==> src/rtl/gpu_sram_arbiter.sv <==
// gpu_sram_arbiter: shares the gpu_memcontroller pixel port between two pixel
// writers and one display reader, and sequences frame flushes
// (drain reads -> flush pulse -> settle hold-off -> acknowledge).
module gpu_sram_arbiter #(
  parameter int WIDTH_BITS   = 10,
  parameter int HEIGHT_BITS  = 10,
  parameter int CHANNEL_BITS = 8,
  parameter int RD_LAT       = 2,
  parameter int MAX_RD_RUN   = 4,
  parameter int FLUSH_CYCLES = 8
) (
  input  logic                      clk,
  input  logic                      n_rst,
  input  logic                      wr0_req,
  input  logic [WIDTH_BITS-1:0]     wr0_x,
  input  logic [HEIGHT_BITS-1:0]    wr0_y,
  input  logic [3*CHANNEL_BITS-1:0] wr0_rgb,
  output logic                      wr0_ack,
  input  logic                      wr1_req,
  input  logic [WIDTH_BITS-1:0]     wr1_x,
  input  logic [HEIGHT_BITS-1:0]    wr1_y,
  input  logic [3*CHANNEL_BITS-1:0] wr1_rgb,
  output logic                      wr1_ack,
  input  logic                      rd_req,
  input  logic [WIDTH_BITS-1:0]     rd_x,
  input  logic [HEIGHT_BITS-1:0]    rd_y,
  output logic                      rd_ack,
  output logic                      rd_valid,
  output logic [3*CHANNEL_BITS-1:0] rd_rgb,
  input  logic                      flush_req,
  output logic                      flush_ack,
  output logic                      data_out,
  output logic [CHANNEL_BITS-1:0]   rdata,
  output logic [CHANNEL_BITS-1:0]   gdata,
  output logic [CHANNEL_BITS-1:0]   bdata,
  output logic [WIDTH_BITS-1:0]     adddatax,
  output logic [HEIGHT_BITS-1:0]    adddatay,
  output logic                      flush,
  output logic                      mem_rd,
  input  logic [3*CHANNEL_BITS-1:0] mem_rgb_in
);

  localparam int RGB_W  = 3 * CHANNEL_BITS;
  localparam int RUN_W  = $clog2(MAX_RD_RUN + 1);
  localparam int HOLD_W = $clog2(FLUSH_CYCLES + 1);

  typedef enum logic [1:0] {ST_ARB, ST_DRAIN, ST_FLUSH, ST_HOLD} state_t;

  state_t                  state, state_d;
  logic [HOLD_W-1:0]       hold_cnt, hold_cnt_d;
  logic [RUN_W-1:0]        run_cnt, run_cnt_d;
  logic                    rr_last, rr_last_d;   // 1: wr1 granted last, so wr0 is favoured
  logic [RD_LAT-1:0]       vld_p;                // vld_p[i] high: read return i+1 cycles after mem_rd

  logic                    wr0_ack_d, wr1_ack_d, rd_ack_d;
  logic                    data_out_d, mem_rd_d, flush_d, flush_ack_d;
  logic [CHANNEL_BITS-1:0] rdata_d, gdata_d, bdata_d;
  logic [WIDTH_BITS-1:0]   adddatax_d;
  logic [HEIGHT_BITS-1:0]  adddatay_d;

  logic                    wr0_elig, wr1_elig, rd_elig, wr_any, run_full, sel_wr1, pipe_empty;
  logic [RGB_W-1:0]        wr_rgb;

  // Saturating increment of the read-run counter.
  function automatic logic [RUN_W-1:0] sat_inc(input logic [RUN_W-1:0] v);
    if (v == RUN_W'(MAX_RD_RUN)) return v;
    return v + 1'b1;
  endfunction

  // A port whose ack is high this cycle cannot be granted again at the next edge.
  assign wr0_elig   = wr0_req && !wr0_ack;
  assign wr1_elig   = wr1_req && !wr1_ack;
  assign rd_elig    = rd_req && !rd_ack;
  assign wr_any     = wr0_elig || wr1_elig;
  assign run_full   = (run_cnt == RUN_W'(MAX_RD_RUN));
  assign sel_wr1    = wr1_elig && (!wr0_elig || !rr_last);
  assign wr_rgb     = sel_wr1 ? wr1_rgb : wr0_rgb;
  assign pipe_empty = !mem_rd && (vld_p == '0);

  // Next-state and next-output decode: grant selection and flush sequencing.
  always_comb begin
    state_d     = state;
    hold_cnt_d  = hold_cnt;
    run_cnt_d   = run_cnt;
    rr_last_d   = rr_last;
    wr0_ack_d   = 1'b0;
    wr1_ack_d   = 1'b0;
    rd_ack_d    = 1'b0;
    data_out_d  = 1'b0;
    mem_rd_d    = 1'b0;
    flush_d     = 1'b0;
    flush_ack_d = 1'b0;
    rdata_d     = rdata;
    gdata_d     = gdata;
    bdata_d     = bdata;
    adddatax_d  = adddatax;
    adddatay_d  = adddatay;
    case (state)
      ST_ARB: begin
        if (flush_req && !flush_ack) begin
          state_d   = ST_DRAIN;
          run_cnt_d = '0;
        end else if (rd_elig && !(run_full && wr_any)) begin
          rd_ack_d   = 1'b1;
          mem_rd_d   = 1'b1;
          adddatax_d = rd_x;
          adddatay_d = rd_y;
          run_cnt_d  = wr_any ? sat_inc(run_cnt) : '0;
        end else if (wr_any) begin
          wr0_ack_d  = !sel_wr1;
          wr1_ack_d  = sel_wr1;
          rr_last_d  = sel_wr1;
          data_out_d = 1'b1;
          rdata_d    = wr_rgb[RGB_W-1 -: CHANNEL_BITS];
          gdata_d    = wr_rgb[2*CHANNEL_BITS-1 -: CHANNEL_BITS];
          bdata_d    = wr_rgb[CHANNEL_BITS-1:0];
          adddatax_d = sel_wr1 ? wr1_x : wr0_x;
          adddatay_d = sel_wr1 ? wr1_y : wr0_y;
          run_cnt_d  = '0;
        end else begin
          run_cnt_d = '0;
        end
      end
      ST_DRAIN: begin
        if (pipe_empty) begin
          state_d = ST_FLUSH;
          flush_d = 1'b1;
        end
      end
      ST_FLUSH: begin
        state_d     = ST_HOLD;
        hold_cnt_d  = HOLD_W'(FLUSH_CYCLES - 1);
        flush_ack_d = (FLUSH_CYCLES == 1);
      end
      default: begin
        if (hold_cnt == '0) begin
          state_d = ST_ARB;
        end else begin
          hold_cnt_d  = hold_cnt - 1'b1;
          flush_ack_d = (hold_cnt == HOLD_W'(1));
        end
      end
    endcase
  end

  // State, counters and all memory-side/grant outputs registered.
  always_ff @(posedge clk or negedge n_rst) begin
    if (!n_rst) begin
      state     <= ST_ARB;
      hold_cnt  <= '0;
      run_cnt   <= '0;
      rr_last   <= 1'b1;
      wr0_ack   <= 1'b0;
      wr1_ack   <= 1'b0;
      rd_ack    <= 1'b0;
      data_out  <= 1'b0;
      mem_rd    <= 1'b0;
      flush     <= 1'b0;
      flush_ack <= 1'b0;
      rdata     <= '0;
      gdata     <= '0;
      bdata     <= '0;
      adddatax  <= '0;
      adddatay  <= '0;
    end else begin
      state     <= state_d;
      hold_cnt  <= hold_cnt_d;
      run_cnt   <= run_cnt_d;
      rr_last   <= rr_last_d;
      wr0_ack   <= wr0_ack_d;
      wr1_ack   <= wr1_ack_d;
      rd_ack    <= rd_ack_d;
      data_out  <= data_out_d;
      mem_rd    <= mem_rd_d;
      flush     <= flush_d;
      flush_ack <= flush_ack_d;
      rdata     <= rdata_d;
      gdata     <= gdata_d;
      bdata     <= bdata_d;
      adddatax  <= adddatax_d;
      adddatay  <= adddatay_d;
    end
  end

  // Read-return pipe: track mem_rd for RD_LAT cycles, then capture the pixel.
  always_ff @(posedge clk or negedge n_rst) begin
    if (!n_rst) begin
      vld_p    <= '0;
      rd_valid <= 1'b0;
      rd_rgb   <= '0;
    end else begin
      vld_p[0] <= mem_rd;
      for (int i = 1; i < RD_LAT; i++) vld_p[i] <= vld_p[i-1];
      rd_valid <= vld_p[RD_LAT-1];
      if (vld_p[RD_LAT-1]) rd_rgb <= mem_rgb_in;
    end
  end

endmodule
==> config.mk <==
export PLATFORM = sky130hd
export DESIGN_NAME = gpu_sram_arbiter
export DESIGN_NICKNAME = d
export VERILOG_FILES = /design/src/rtl/gpu_sram_arbiter.sv
export SDC_FILE = /design/constraint.sdc
export NUM_CORES = 1
export LEC_CHECK = 0
export BUFFER_PORTS_ARGS = -buffer_cell sky130_fd_sc_hd__buf_2
export CORE_ASPECT_RATIO = 0.7
export CORE_UTILIZATION = 50
export CTS_CLUSTER_DIAMETER = 30
export DETAILED_ROUTE_END_ITERATION = 16
export PLACE_DENSITY_LB_ADDON = 0.05
export REMOVE_ABC_BUFFERS = 1
export SYNTH_ARGS = -nofsm -noshare
export SYNTH_HDL_FRONTEND = slang
export SYNTH_SLANG_ARGS = --single-unit
==> constraint.sdc <==
create_clock -name clk -period 3.8 [get_ports clk]
set_input_delay 0.19 -clock clk [delete_from_list [all_inputs] [get_ports clk]]
set_output_delay 0.19 -clock clk [all_outputs]
set_load 0.02 [all_outputs]
==> summary.md, run 1 <==
| Metric | Value |
|---|---|
| Outcome | finished, final reports clean |
| Critical Path Fanout Max | 28 |
| Peak supply drop | 0.418 mV |
| FF-to-FF setup slack | 1.16 ns |
| Final WS setup | 1.16 ns |
| Pwr per Cell Area | 760 nW/um^2 |
| Die area | 9080 um^2 |
| Effective utilization at floorplan | 51.5% |
| Most common cell after layout, fill and taps aside | buf_2 |
| GRT met3 Usage | 6.99% |
| Psw | 1.76 mW |
| Gate power share | 44.7% |
| Final setup viols | 0 |
| Post-CTS Hold Fix Bufs | 0 |
| Drt wl/cell | 16.3 um |
| Pre-Repair DR Iteration Count | 4 |
| Clock Latency Late Sink | 0.34 ns |
| GR met1 Demand/Resource | 33.7% |
| Cts repair resizes | 0 |
| Routed Antenna Nets | 0 |
| Io pins | 214 |
| Initial antenna violation count | 0 |
| Leakage | 2.97 nW |
| Netlist Area Pre-Place | 4350 um^2 |
| H-tree level count | 3 |
| R2R Path End | adddatax[2] |
| Grt peak-use layer | met2 |
| Area Growth Syn to Fin | 31.4% |
| Total negative slack | 0 ns |
| Startpoint types | register |
| CTS sink count | 87 |
| Die width | 113 um |
| Detailed Route Iter0 Violations | 339 |
| WP data required | 4.04 ns |
| Synth Register Bits | 87 |
| Post-synth cell types | 46 |
| Overall routing resource usage | 26.3% |
| Grt ovf | 0 |
| Post-synthesis sequential area ratio | 50.1% |
| Worst slack, placed | 1.18 ns |
| Global-route wire length before repair | 18300 um |
| Area of the multi-input gates | 1940 um^2 |
| Seq pwr share | 36.4% |
| Layout Nets | 736 |
| Int Power | 2.58 mW |
| Synth Flop Type | dfrtp_1 |
| Post-CTS setup buffer count | 0 |
| Layout cells sized above 1 | 48.4% |
| CTS clk-pin slew, worst paths | 0.06 ns |
| CP Data Arrival Time | 2.89 ns |
| Worst R2R Path Depth | 5 |
| CP Capture Type | register |
| Cts bufs inserted | 9 |
| Ys async rst share | 100% |
| Met2 Use GR | 43.7% |
| Hold Path Class | in -> async |
| Clock power frac | 18.9% |
| CTS tree | built |
| Number of port buffers | 213 |
| Vias in the first global route | 3732 |
| Gp weighted congestion | 0.836 |
| Core Rows | 28 |
| Final number of max-transition violations | 0 |
| Largest net degree at the start of global routing | 88 |
| DRT Wirelength | 11600 um |
| Vert. Die Dim | 80.0 um |
| Clock skew | 0.00471 ns |
| Register area | 2180 um^2 |
| Longest Clk Path Bufs | 2 |
| Sw frac | 40.6% |
| Most frequent cells in the layout | buf_2, dfrtp_1, o21ai_0 |
| Vias after detailed routing | 3886 |
| DRC viols | 0 |
| Vias per cell | 5.43 |
| Hold Fails Final Rpt | 0 |
| Root buf cell | clkbuf_16 |
| Avg Cell Area, Syn | 11.0 um^2 |
| Post-DP HPWL | 8340 um |
| Worst-Margin Slew | 1.10 ns |
| CP Class | reg -> reg |
| Fillers | 717 |
| Fin crit period | 2.64 ns |
| Max cap viols | 0 |
| Tcrit/Tclk final | 69.5% |
| Reg-to-reg startpoint | rr_last |
| Syn Inst Count | 394 |
| YS warnings | 0 |
| # diodes | 0 |
| FMAX | 379 MHz |
| Core region area | 8440 um^2 |
| Max-slew headroom | 26.7% |
| Post-synth EDFFs | 0 |
| RSZ-0062 raised after global routing | no |
==> registers in the layout, summed over array words and instances (netlist names) <==
name and cells:
bdata 8, rr_last 1, wr0_ack 1, flush_ack 1
rdata 8, wr1_ack 1, flush 1, adddatax 10
mem_rd 1, hold_cnt 4, adddatay 10, state 2
rd_rgb 24, rd_valid 1, data_out 1, gdata 8
run_cnt 3, vld_p 2
==> synthesized netlist by cell type, types with 2 or more instances <==
master    instances  area [um^2]
dfrtp_1          86         2150
o21ai_0          36          180
nand2_1          34          128
mux2_2           25          282
nor3_1           23          115
o31ai_1          21          158
a221oi_1         20          175
and3_1           20          125
mux2i_1          19          190
inv_1            16         60.1
buf_2            15         75.1
o21ai_2          12          105
clkbuf_1         11         41.3
ha_1              8          100
o221ai_2          6         90.1
buf_4             4         30.0
buf_6             3         33.8
nand2b_1          3         18.8
nor2_1            3         11.3
a21oi_2           2         17.5
o21bai_1          2         15.0
==> routing by layer <==
metal | up-vias | part of all wire [%]
met2 | 152 | 49
met4 | 0 | 1.3
met1 | 1872 | 43
met5 | - | 0
met3 | 13 | 6.8
li1 | 1849 | -
==> cells by family (layout without fill, tap and decap cells) <==
family | count (synthesis) | after routing | share of synthesized area [%]
adder cells (fa/ha/maj) | 8 | 8 | 2.30
AND/OR/NAND/NOR | 96 | 96 | 11.6
buffers and inverters | 49 | 250 | 5.52
AO/OA/AOI/OAI | 110 | 110 | 19.7
flip-flops | 87 | 87 | 50.1
multiplexers | 44 | 44 | 10.8
==> stage by stage <==
stage	utilization, %	power [mW]	instances	cell area, um^2	hold slack [ns]
floorplan	-	2.83	361	4170	-0.106
global placement	64.4	3.48	699	5440	0.394
detailed placement	64.4	3.55	699	5440	0.409
CTS	67.7	4.39	715	5720	0.0699
global route	67.7	4.63	715	5720	0.0765
finish	67.7	4.34	715	5720	0.0581
==> critical path, cell delays in order (launching register included) <==
cell and delay [ns]:
dfstp_2 0.54, nand3b_1 0.49, nand2_2 0.70, buf_4 0.41
a221oi_1 0.14, o31ai_1 0.27
==> how the worst max path moves through the flow <==
stage | start | endpoint
floorplan | mem_rd | adddatax[1]
global placement | rr_last | adddatax[2]
detailed placement | rr_last | adddatax[2]
CTS | rr_last | adddatax[2]
global route | rr_last | adddatax[2]
finish | rr_last | adddatax[2]
==> area by class of cell <==
cell class	instances	share of cell area, %
Multi-Input combinational cell	258	34.0
Clock buffer	13	4.55
Sequential cell	87	38.1
Inverter	16	1.05
Timing Repair Buffer	218	19.4
Clock inverter	3	0.306
Tap cell	120	2.63
==> power groups by stage <==
| stage | registers [mW] | logic, mW | clock network, mW |
|---|---|---|---|
| finish | 1.58 | 1.94 | 0.822 |
| CTS | 1.58 | 1.96 | 0.842 |
| floorplan | 2.01 | 0.818 | 0 |
| global route | 1.63 | 2.11 | 0.879 |
| global placement | 1.57 | 1.91 | 0 |
| detailed placement | 1.59 | 1.96 | 0 |
Note: power is estimated with default switching activity, not from simulation.
==> run 2: changes to the inputs <==
--- a/config.mk
+++ b/config.mk
@@ -7,7 +7,7 @@
 export LEC_CHECK = 0
 export BUFFER_PORTS_ARGS = -buffer_cell sky130_fd_sc_hd__buf_2
 export CORE_ASPECT_RATIO = 0.7
-export CORE_UTILIZATION = 50
+export CORE_UTILIZATION = 46
 export CTS_CLUSTER_DIAMETER = 30
 export DETAILED_ROUTE_END_ITERATION = 16
 export PLACE_DENSITY_LB_ADDON = 0.05
==> constraint.sdc (replaced) <==
create_clock -name clk -period 2.47 [get_ports clk]
set_input_delay 0.1235 -clock clk [delete_from_list [all_inputs] [get_ports clk]]
set_output_delay 0.1235 -clock clk [all_outputs]
set_load 0.02 [all_outputs]
==> run 2 against run 1 <==
Global-route usage shrank 2.0 points. Cell count grew 1.4%. Non-clock buffer count increased by 6. Maximum frequency up 25%. Register-to-register slack lost 0.81 ns. Critical endpoint is now rdata[3]. Largest power group unchanged.
==> summary.md, run 2 (synthesis results as in run 1) <==
| Metric | Value |
|---|---|
| Biggest regs | rd_rgb (24), adddatax (10), adddatay (10) (unchanged) |
| Layout cells sized above 1 | 48.9% (was 48.4%) |
| Post-Route Utilization | 64.4% (was 67.7%) |
| Most common cell after layout, fill and taps aside | buf_2 (unchanged) |
| Overall routing resource usage | 24.3% (was 26.3%) |
| Max cap viols | 0 (unchanged) |
| Vias in the first global route | 3766 (was 3732) |
| Final number of max-transition violations | 0 (unchanged) |
| H-tree level count | 3 (unchanged) |
| Outcome | finished, final reports clean (unchanged) |
| Hold Fails Final Rpt | 0 (unchanged) |
| Fillers | 794 (was 717) |
| Root buf cell | clkbuf_16 (unchanged) |
| DRT Wirelength | 11600 um (about the same) |
| Cell-by-cell trace of the critical path | and2b_2, o21bai_2, a211o_1, o221ai_2 (was nand3b_1, nand2_2, buf_4, a221oi_1, o31ai_1) |
| Initial antenna violation count | 0 (unchanged) |
| Layout Nets | 742 (was 736) |
| Max-slew headroom | 38.8% (was 26.7%) |
| # diodes | 0 (unchanged) |
| FMAX | 472 MHz (was 379 MHz) |
| Global-route wire length before repair | 18900 um (was 18300 um) |
| Grt ovf | 0 (unchanged) |
| Fin crit period | 2.12 ns (was 2.64 ns) |
| CP Class | reg -> reg (unchanged) |
| Leakage | 3.05 nW (was 2.97 nW) |
| Final hold slack | 0.00976 ns (was 0.0581 ns) |
| Drt wl/cell | 15.9 um (was 16.3 um) |
| Peak supply drop | 0.690 mV (was 0.418 mV) |
| Gp weighted congestion | 0.822 (was 0.836) |
| Die area | 9850 um^2 (was 9080 um^2) |
| Cts bufs inserted | 9 (unchanged) |
| Hold Path Class | in -> reg (was in -> async) |
| Pwr per Cell Area | 1200 nW/um^2 (was 760 nW/um^2) |
| CP Capture Type | register (unchanged) |
| Most frequent cells in the layout | buf_2, dfrtp_1, o21ai_0 (unchanged) |
| Io pins | 214 (unchanged) |
| RSZ-0062 raised after global routing | no (unchanged) |
| Largest register FFs | 24 (unchanged) |
| Number of port buffers | 213 (unchanged) |
| Detailed Route Iter0 Violations | 260 (was 339) |
| Pre-Repair DR Iteration Count | 6 (was 4) |
| Clock Latency Late Sink | 0.34 ns (about the same) |
| Area Growth Syn to Fin | 34.8% (was 31.4%) |
| Vert. Die Dim | 83.4 um (was 80.0 um) |
| Largest net degree at the start of global routing | 48 (was 88) |
| Effective utilization at floorplan | 47.8% (was 51.5%) |
| CTS sink count | 87 (unchanged) |
| Core region area | 9110 um^2 (was 8440 um^2) |
| Startpoint types | register (unchanged) |
| CTS tree | built (unchanged) |
| Tcrit/Tclk final | 85.8% (was 69.5%) |
| Worst-Margin Slew | 0.918 ns (was 1.10 ns) |
| Vias per cell | 5.45 (was 5.43) |
| CP Data Arrival Time | 2.32 ns (was 2.89 ns) |
| CP max stage delay | 0.72 ns (was 0.70 ns) |
| Routed Antenna Nets | 0 (unchanged) |
| Clock skew | 0.00758 ns (was 0.00471 ns) |
| DRC viols | 0 (unchanged) |
| Top reg by flops | rd_rgb (unchanged) |
| WP data required | 2.68 ns (was 4.04 ns) |
| Post-DP HPWL | 8180 um (was 8340 um) |
| Vias after detailed routing | 3951 (was 3886) |
| CP max-delay cell | o21bai_2 (was nand2_2) |
| Critical Path Fanout Max | 21 (was 28) |
| Die width | 118 um (was 113 um) |
| CTS clk-pin slew, worst paths | 0.07 ns (was 0.06 ns) |
| Power, Total | 7.00 mW (was 4.34 mW) |
| Final setup viols | 0 (unchanged) |
| Longest Clk Path Bufs | 2 (unchanged) |
| Core Rows | 29 (was 28) |
-- run 2: cell types whose count changed in the layout (fill, tap and decap cells not counted), sizes merged --
cell / before / now
buf: 218 / 223
bufinv: 0 / 3
clkbuf: 13 / 11
clkinv: 2 / 1
clkinvlp: 1 / 0
dlygate4sd3: 0 / 1
inv: 16 / 17
-- run 2: worst paths after layout --
kind / to / start / slack [ns] / cells after the start
worst max register to register: rdata[3] / wr0_ack / 0.35 / 4
worst min-delay path: rd_rgb[0] / mem_rgb_in[0] / 0.01 / 2
worst min register to register: vld_p[1] / vld_p[0] / 0.42 / 0
worst max-delay path: rdata[3] / wr0_ack / 0.35 / 4
min in group asynchronous: rd_rgb[1] / n_rst / 0.31 / 2
max in group asynchronous: rr_last / n_rst / 1.47 / 3
-- run 2: layout make-up --
class / instances / area [um^2] / share of cell area [%]
Sequential cell: 87 / 2180 / 37.2
Multi-Input combinational cell: 258 / 1940 / 33.1
Timing Repair Buffer: 224 / 1180 / 20.1
Clock buffer: 11 / 243 / 4.14
Tap cell: 124 / 155 / 2.65
Clock inverter: 5 / 104 / 1.77
Inverter: 16 / 60.1 / 1.02
-- run 2: repair_timing --
action,4_1_cts,5_1_grt
resized for setup,0,0
hold buffers,1,0
setup buffers,0,0
hold endpoints to repair,40,0
-- run 2: per-layer routing --
| layer | global-route usage [%] | wire [um] | vias to the layer above |
|---|---|---|---|
| met3 | 7.14 | 947 | 22 |
| met5 | 0 | 0 | - |
| li1 | - | - | 1854 |
| met4 | 8.28 | 266 | 0 |
| met1 | 32.3 | 4970 | 1886 |
| met2 | 38.2 | 5370 | 189 |
-- run 2: metrics by stage --
stage                     cell area [um^2]  setup TNS, ns  setup WS (ns)  instances
after floorplan                       4170         -11.85         -0.308        361
after global placement                5510              0          0.387        708
after detailed placement              5510              0          0.363        708
after CTS                             5860              0          0.352        725
after global routing                  5860              0          0.195        725
final                                 5860              0          0.352        725
-- run 2: worst max-delay path, delay by kind of cell (launching register included) --
kind / cells / cell delay (ns)
compound gates: 3 / 1.33
flops: 1 / 0.36
simple gates: 1 / 0.29
-- run 2: power breakdown --
part | internal, mW | switching (mW) | leakage (nW) | total [mW]
logic | 1.20 | 1.82 | 1.79 | 3.02
registers | 2.06 | 0.345 | 1.08 | 2.41
clock network | 1.02 | 0.558 | 0.170 | 1.58
